`src/rtl/mem_fill_arbiter.sv`:
```
`default_nettype none
// ============================================================================
// Module     : mem_fill_arbiter
// Description: Shares one pipelined main-memory port between I-cache fills,
//              D-cache fills and D-cache write-through stores. Grants one
//              requester at a time (store > D fill > I fill), issues block
//              reads word by word, steers returned words into the owning
//              cache and pulses a per-requester done strobe.
// Revision   : 1.0 - initial release
// ============================================================================
module mem_fill_arbiter #(
  parameter int ADDR_W        = 16,
  parameter int DATA_W        = 16,
  parameter int WORDS_PER_BLK = 8,
  parameter int MEM_LATENCY   = 4
) (
  input  logic              clk,
  input  logic              rst,
  input  logic              ic_miss,
  input  logic [ADDR_W-1:0] ic_miss_addr,
  input  logic              dc_miss,
  input  logic [ADDR_W-1:0] dc_miss_addr,
  input  logic              dc_wr_req,
  input  logic [ADDR_W-1:0] dc_wr_addr,
  input  logic [DATA_W-1:0] dc_wr_data,
  output logic              mem_en,
  output logic              mem_wr,
  output logic [ADDR_W-1:0] mem_addr,
  output logic [DATA_W-1:0] mem_wdata,
  input  logic              mem_valid,
  input  logic [DATA_W-1:0] mem_rdata,
  output logic [ADDR_W-1:0] fill_addr,
  output logic [DATA_W-1:0] fill_data,
  output logic              ic_fill_we,
  output logic              dc_fill_we,
  output logic              ic_fill_done,
  output logic              dc_fill_done,
  output logic              dc_wr_done,
  output logic              busy
);

  localparam int CNT_W = $clog2(WORDS_PER_BLK) + 1;
  localparam logic [CNT_W-1:0]  c_words    = CNT_W'(WORDS_PER_BLK);
  localparam logic [CNT_W-1:0]  c_lastWord = CNT_W'(WORDS_PER_BLK - 1);
  // Clears the byte offset within a block (block = 2*WORDS_PER_BLK bytes).
  localparam logic [ADDR_W-1:0] c_blkMask  = ~ADDR_W'(2 * WORDS_PER_BLK - 1);

  // Reject configurations the counters and block alignment cannot support.
  if ((MEM_LATENCY < 1) || (WORDS_PER_BLK < 2) ||
      ((WORDS_PER_BLK & (WORDS_PER_BLK - 1)) != 0)) begin : g_paramCheck
    $error("mem_fill_arbiter: WORDS_PER_BLK must be a power of 2 >= 2 and MEM_LATENCY >= 1");
  end

  typedef enum logic [1:0] {
    IDLE  = 2'd0,
    WRITE = 2'd1,
    FILL  = 2'd2,
    DONE  = 2'd3
  } arbState_e;

  arbState_e         r_state;
  arbState_e         w_nextState;
  logic [CNT_W-1:0]  r_issueCnt;
  logic [CNT_W-1:0]  r_recvCnt;
  logic              r_ownerD;     // 1 = D-cache owns the fill, 0 = I-cache
  logic [ADDR_W-1:0] r_addr;       // store address, or block base for a fill
  logic [DATA_W-1:0] r_wdata;
  logic              w_issue;
  logic              w_recv;
  logic [ADDR_W-1:0] w_issueOff;
  logic [ADDR_W-1:0] w_recvOff;

  // Word index to byte offset (2 bytes per word).
  assign w_issueOff = ADDR_W'({r_issueCnt, 1'b0});
  assign w_recvOff  = ADDR_W'({r_recvCnt, 1'b0});
  assign busy       = (r_state != IDLE);

  // State register.
  always_ff @(posedge clk) begin
    if (rst) r_state <= IDLE;
    else     r_state <= w_nextState;
  end

  // Grant latching and issue/return word counters.
  always_ff @(posedge clk) begin
    if (rst) begin
      r_issueCnt <= '0;
      r_recvCnt  <= '0;
      r_ownerD   <= 1'b0;
      r_addr     <= '0;
      r_wdata    <= '0;
    end else begin
      case (r_state)
        IDLE: begin
          r_issueCnt <= '0;
          r_recvCnt  <= '0;
          if (dc_wr_req) begin
            r_addr  <= dc_wr_addr;
            r_wdata <= dc_wr_data;
          end else if (dc_miss) begin
            r_addr   <= dc_miss_addr & c_blkMask;
            r_ownerD <= 1'b1;
          end else if (ic_miss) begin
            r_addr   <= ic_miss_addr & c_blkMask;
            r_ownerD <= 1'b0;
          end
        end
        FILL: begin
          if (w_issue) r_issueCnt <= r_issueCnt + 1'b1;
          if (w_recv)  r_recvCnt  <= r_recvCnt + 1'b1;
        end
        default: begin
          r_issueCnt <= '0;
          r_recvCnt  <= '0;
        end
      endcase
    end
  end

  // Next-state and output decode; every output is zero unless its state drives it.
  always_comb begin
    w_nextState  = r_state;
    w_issue      = 1'b0;
    w_recv       = 1'b0;
    mem_en       = 1'b0;
    mem_wr       = 1'b0;
    mem_addr     = '0;
    mem_wdata    = '0;
    fill_addr    = '0;
    fill_data    = '0;
    ic_fill_we   = 1'b0;
    dc_fill_we   = 1'b0;
    ic_fill_done = 1'b0;
    dc_fill_done = 1'b0;
    dc_wr_done   = 1'b0;
    case (r_state)
      IDLE: begin
        if (dc_wr_req)               w_nextState = WRITE;
        else if (dc_miss || ic_miss) w_nextState = FILL;
      end
      WRITE: begin
        mem_en      = 1'b1;
        mem_wr      = 1'b1;
        mem_addr    = r_addr;
        mem_wdata   = r_wdata;
        dc_wr_done  = 1'b1;
        w_nextState = IDLE;
      end
      FILL: begin
        if (r_issueCnt < c_words) begin
          w_issue  = 1'b1;
          mem_en   = 1'b1;
          mem_addr = r_addr + w_issueOff;
        end
        // Returns arrive in issue order, so the receive count names the word.
        if (mem_valid && (r_recvCnt < c_words)) begin
          w_recv    = 1'b1;
          fill_addr = r_addr + w_recvOff;
          fill_data = mem_rdata;
          if (r_ownerD) dc_fill_we = 1'b1;
          else          ic_fill_we = 1'b1;
          if (r_recvCnt == c_lastWord) w_nextState = DONE;
        end
      end
      DONE: begin
        if (r_ownerD) dc_fill_done = 1'b1;
        else          ic_fill_done = 1'b1;
        w_nextState = IDLE;
      end
      default: w_nextState = IDLE;
    endcase
  end

endmodule
`default_nettype wire

```
`config.mk`:
```
export PLATFORM = sky130hd
export DESIGN_NAME = mem_fill_arbiter
export DESIGN_NICKNAME = d
export VERILOG_FILES = /design/src/rtl/mem_fill_arbiter.sv
export SDC_FILE = /design/constraint.sdc
export NUM_CORES = 1
export LEC_CHECK = 0
export BUFFER_PORTS_ARGS = -buffer_cell sky130_fd_sc_hd__buf_4
export CAP_MARGIN = 10
export CORE_UTILIZATION = 45
export DETAILED_ROUTE_END_ITERATION = 12
export PLACE_DENSITY = 0.89
export SLEW_MARGIN = 10
export SYNTH_ARGS = -nofsm -noshare
export SYNTH_HDL_FRONTEND = slang
export SYNTH_SLANG_ARGS = --single-unit
```
`constraint.sdc`:
```
create_clock -name clk -period 4.9 [get_ports clk]
set_clock_uncertainty 0.05 [all_clocks]
set_input_delay 0.49 -clock clk [delete_from_list [all_inputs] [get_ports clk]]
set_output_delay 0.49 -clock clk [all_outputs]
set_load 0.02 [all_outputs]
```
After elaboration in Yosys (flattened, before gate mapping)
Cells that the tools add are included.
- output and inout port bits: 72
- register bits: 43
- input port bits: 86
- $lt $le $gt $ge: 2
- $add $sub $neg: 4
- bitwise operators: 2
- muxes and demuxes: 31
- equality and inequality tests: 7
- reduce and logical (&&, ||, !) cells: 12
- operator list (kind ; number):
    16-bit 2-to-1 mux ; 9
    16-bit by 5-bit adder with 16-bit output ; 2
    16-bit one-hot mux with 2 select lines ; 1
    1-bit 2-to-1 mux ; 15
    4-bit by 1-bit adder with 4-bit output, second input constant ; 2
    4-bit < comparator, second input constant ; 2
    2-bit 2-to-1 mux ; 4
    2-bit one-hot mux with 3 select lines ; 1
    3-bit AND reduction ; 2
    2-bit == test, second input constant ; 2
    4-bit by 3-bit == test with 1-bit output, second input constant ; 1
    2-bit inequality test, second input constant ; 2
    2-bit AND reduction ; 2
    2-bit nonzero test ; 2
    2-bit OR reduction ; 2
    3-bit inequality test, second input constant ; 1
    3-bit nonzero test ; 1
    2-bit by 1-bit == test with 1-bit output, second input constant ; 1
    2-bit logical NOT ; 1
    1-bit inverter ; 2
    1-bit one-hot mux with 2 select lines ; 1
    1-bit logical AND ; 1
    1-bit logical OR ; 1

Longest topological paths before layout
- depth after elaboration: 4
- depth in mapped cells: 8
- depth with buffers taken out: 6

Worst setup path after synthesis
Ideal clock, no wire load.
- path kind: register to output
- start point: reg r_issueCnt[0]
- end point: out mem_addr[11]
- arrival time: 2.199 ns
- data required time: 4.360 ns
- cell stages (with the launch flop): 7
- path buffers: 0
- path slack: 2.161 ns
- cells stage by stage: dfxtp_1 -> ha_1 -> fa_1 -> a211oi_1 -> nor2_1 -> a21o_1 -> a311oi_1
- cells in the longest elaborated chain, start to end: 3
- elaborated cells on any way between the ends: 4
- RTL lines (what ; RTL line ; source):
    from (decl) ; 63 ; logic [CNT_W-1:0] r_issueCnt;
    from (signal assigned) ; 109 ; if (w_issue) r_issueCnt <= r_issueCnt + 1'b1;
    16-bit by 5-bit adder with 16-bit output or 4-bit < comparator (tied branches) ; 153, 150 ;
    16-bit 2-to-1 mux * ; 150 ; if (r_issueCnt < c_words) begin
    16-bit one-hot mux with 2 select lines * ; 136 ; case (r_state)
    to (decl) ; 28 ; output logic [ADDR_W-1:0] mem_addr,
Every way passes the cells marked *; elsewhere a longest branch is shown, timed or not.

Worst setup path in the final report
- start point: reg r_state[0]
- end point: out mem_addr[11]
- cells in the longest elaborated chain, start to end: 2
- elaborated cells on any way between the ends: 3
- RTL lines (what ; RTL line ; source):
    from (decl) ; 61 ; arbState_e r_state;
    from (signal assigned) ; 81 ; else r_state <= w_nextState;
    2-bit == test or 2-bit by 1-bit == test with 1-bit output (tied branches) ; 136 ;
    16-bit one-hot mux with 2 select lines * ; 136 ;
Marked as above.

==> results by group <==
Clock tree
  – CTS Buf Count: 5
  – TritonCTS clock tree: yes
  – Number of post-CTS setup repair buffers: 0
  – Hold-fix buffers at CTS: 0
  – Clock Latency Late Sink: slightly below 0.3 ns
  – Clock root cell: clkbuf_8
  – Worst-path clk slew: roughly 0.09 ns
  – Cts repair resizes: 0
  – Clock Sink Count: 43
  – Clk buf depth: 2
  – CTS H-Tree Depth: 2

STA
  – Setup TNS: 0 ns
  – Final hold slack: about 0.38 ns
  – Crit share post-route: 0.673
  – RSZ-0062 raised after global routing: false
  – Final setup violating endpoints: 0
  – Count of final max-slew check failures: 0
  – Final hold vios: 0
  – Worst Tran Pin Value: around 0.92 ns
  – Min Tclk post-route: between 3 and 4 ns
  – F_max: 303 MHz
  – Relative slew margins: 0.386

Yosys
  – Syn Area/Cell: roughly 7.4 um^2
  – Post-Syn Instances: between 400 and 500
  – Ys async rst share: 0
  – Most used DFF post-synth: dfxtp_1
  – Syn nets: 525
  – Sequential-to-total area share from yosys stat: 0.276
  – EDFF count, synth: 0
  – Register bit total from synthesis: 43
  – Post-Syn Area: 3120 um^2
  – Ys Warns: 0
  – Synth cell types: 53

Setup path
  – Worst setup EP type: output port
  – Worst path max stage delay: 0.71 ns
  – CP max FO: 29
  – CP top delay family: adder cells
  – WP buf/inv: 2
  – Startpoint Class: flip-flop
  – Critical Path RT: 4.36 ns
  – CP cell instances: inv_1 > ha_1 > nor2b_1 > a31oi_1 > a311oi_1 > buf_4
  – Crit path DAT: ~2.8 ns
  – CP Class: flip-flop to output port
  – R2R Setup Slk: around 2.7 ns
  – Cell with the largest stage delay on the worst path: ha_1

Drt
  – Avg Vias per Cell: between 5 and 6
  – Vias: 3467
  – First-pass DRT Iterations: 4
  – Final wirelength: approximately 9.4 mm
  – # DRC: 0
  – Routed Antenna Nets: 0
  – 1st-iter DRT viols: ~160
  – Avg WL per Cell: approximately 15 um

Place
  – Port bufs: between 100 and 150
  – RD Place Congestion: 0.882
  – DPL Wire Length: slightly above 7 mm
  – Placed instance area: around 4200 um^2

Final layout
  – P&R area growth vs syn: 37.9%
  – Fraction of layout cells with a size suffix above 1: 0.306
  – Reg area: between 800 and 900 um^2
  – Multi-input logic area: roughly 2100 um^2
  – Design Area, Final: roughly 4300 um^2
  – Final Util: 0.658
  – # fillers: about 570
  – Nets: 650
  – Antenna Cells: 0

Run
  – Max_cap viols: 0

Die
  – Die footprint: roughly 7300 um^2
  – Die height: 85.2 um
  – Placement Rows: 29
  – IO Pins: 158
  – Initial Util: 0.477
  – Die width: between 80 and 90 um
  – Core area: ~6500 um^2

Status
  – Status: complete, no violations

Global route
  – Met3 Track Usage GR: 0.0700
  – Vias in the first global route: around 3.3k
  – Largest net degree at the start of global routing: 37
  – GR met1 Demand/Resource: 0.320
  – GRT Overall Usage: 0.260
  – Layer with the highest usage: met2
  – Gr ovfl total: 0
  – Initial antenna violation count: 0
  – First-pass GRT wire length: 15.3 mm
  – Global Route met2 Usage: 0.451

Power
  – Pwr/cell area: 362 nW/um^2
  – VDD IR max: approximately 0.27 mV
  – Static Leakage: around 2 nW

Worst hold path
  – Worst min-delay path class: primary input to flip-flop
registers in the layout (all words and copies together), names as in the netlist:
| signal | flops |
|---|---|
| r_addr | 16 |
| r_issueCnt | 4 |
| r_ownerD | 1 |
| r_recvCnt | 4 |
| r_state | 2 |
| r_wdata | 16 |
path summary, 6_finish.rpt:
kind | start | end | cells past startpoint
max | r_state[0]$_SDFFE_PP0P_ | mem_addr[11] | 6
min | dc_wr_addr[2] | r_addr[2]$_SDFFE_PP0P_ | 3
max reg2reg | r_state[0]$_SDFFE_PP0P_ | r_issueCnt[2]$_SDFFE_PP0P_ | 6
min reg2reg | r_wdata[11]$_SDFFE_PP0P_ | r_wdata[11]$_SDFFE_PP0P_ | 2
kinds of logic after synthesis:
group           Yosys count  share of synthesized area
compound gates          106                      0.211
xor+xnor                 12                     0.0337
fa+ha+maj                16                     0.0690
buf+inv                  39                     0.0598
flops                    43                      0.276
mux                      15                     0.0486
simple gates            192                      0.302
routing by layer:
metal | wire length, um | vias to the layer above
li1 | - | 1723
met1 | 3960 | 1602
met2 | 4620 | 131
met3 | 706 | 11
met4 | 105 | 0
met5 | 0 | -
worst reg2reg max path, stage by stage (launching register included):
cell	delay, ns
dfxtp_1	0.34
inv_1	0.09
ha_1	0.71
nor2b_1	0.59
nand2_1	0.14
xor2_1	0.16
nor2_1	0.06
cells in the final DEF, fill, tap and decap left out, types with 3 or more instances in the layout:
| cell type | n |
|---|---|
| o31ai_1 | 4 |
| and2_1 | 21 |
| xnor2_1 | 7 |
| o21ai_0 | 21 |
| o311ai_0 | 3 |
| a22oi_1 | 9 |
| and3_1 | 20 |
| nor3_1 | 5 |
| or3_1 | 5 |
| nor2_1 | 30 |
| nor2b_1 | 4 |
| clkbuf_8 | 6 |
| buf_4 | 150 |
| mux2i_1 | 14 |
| inv_1 | 7 |
| nand2b_1 | 3 |
| nand2_1 | 83 |
| a21o_1 | 3 |
| a21oi_1 | 41 |
| a31oi_1 | 5 |
| nand3_1 | 6 |
| ha_1 | 14 |
| a211oi_1 | 4 |
| dfxtp_1 | 43 |
| or4_1 | 3 |
| xor2_1 | 5 |
area by class of cell:
class                           count  share of cell area
Clock inverter                      2             0.00815
Tap cell                           77              0.0224
Timing Repair Buffer              150               0.262
Multi-Input combinational cell    341               0.482
Sequential cell                    43               0.200
Clock buffer                        6              0.0192
Inverter                            7             0.00612
synth_stat cells (3+ instances only):
master,count,area (um^2)
o31ai_1,4,30.0
and2_1,21,131
a21o_1,3,22.5
mux2i_1,14,140
clkbuf_1,22,82.6
dfxtp_1,43,861
o311ai_0,3,26.3
a31oi_1,5,31.3
nand2_1,83,312
and3_1,20,125
nand3_1,6,30.0
xnor2_1,7,61.3
buf_2,3,15.0
a22oi_1,9,67.6
xor2_1,5,43.8
a21oi_1,41,205
ha_1,14,175
nor2_1,30,113
buf_4,5,37.5
nand2b_1,3,18.8
or4_1,3,22.5
nor3_1,5,25.0
o21ai_0,21,105
inv_1,7,26.3
or3_1,5,31.3
nor2b_1,4,25.0
a211oi_1,4,30.0
power by group:
group	switching (mW)	internal [mW]
Clock	0.121	0.165
Combinational	0.477	0.284
Sequential	0.0870	0.421
Total	0.685	0.871
stage by stage:
step,total power [mW],instances,setup slack [ns]
floorplan,1.01,423,2.16
global placement,1.24,618,2.05
detailed placement,1.27,618,1.98
CTS,1.55,626,1.66
global route,1.66,626,1.37
finish,1.56,626,1.60
Power figures use the tool's default switching activity.
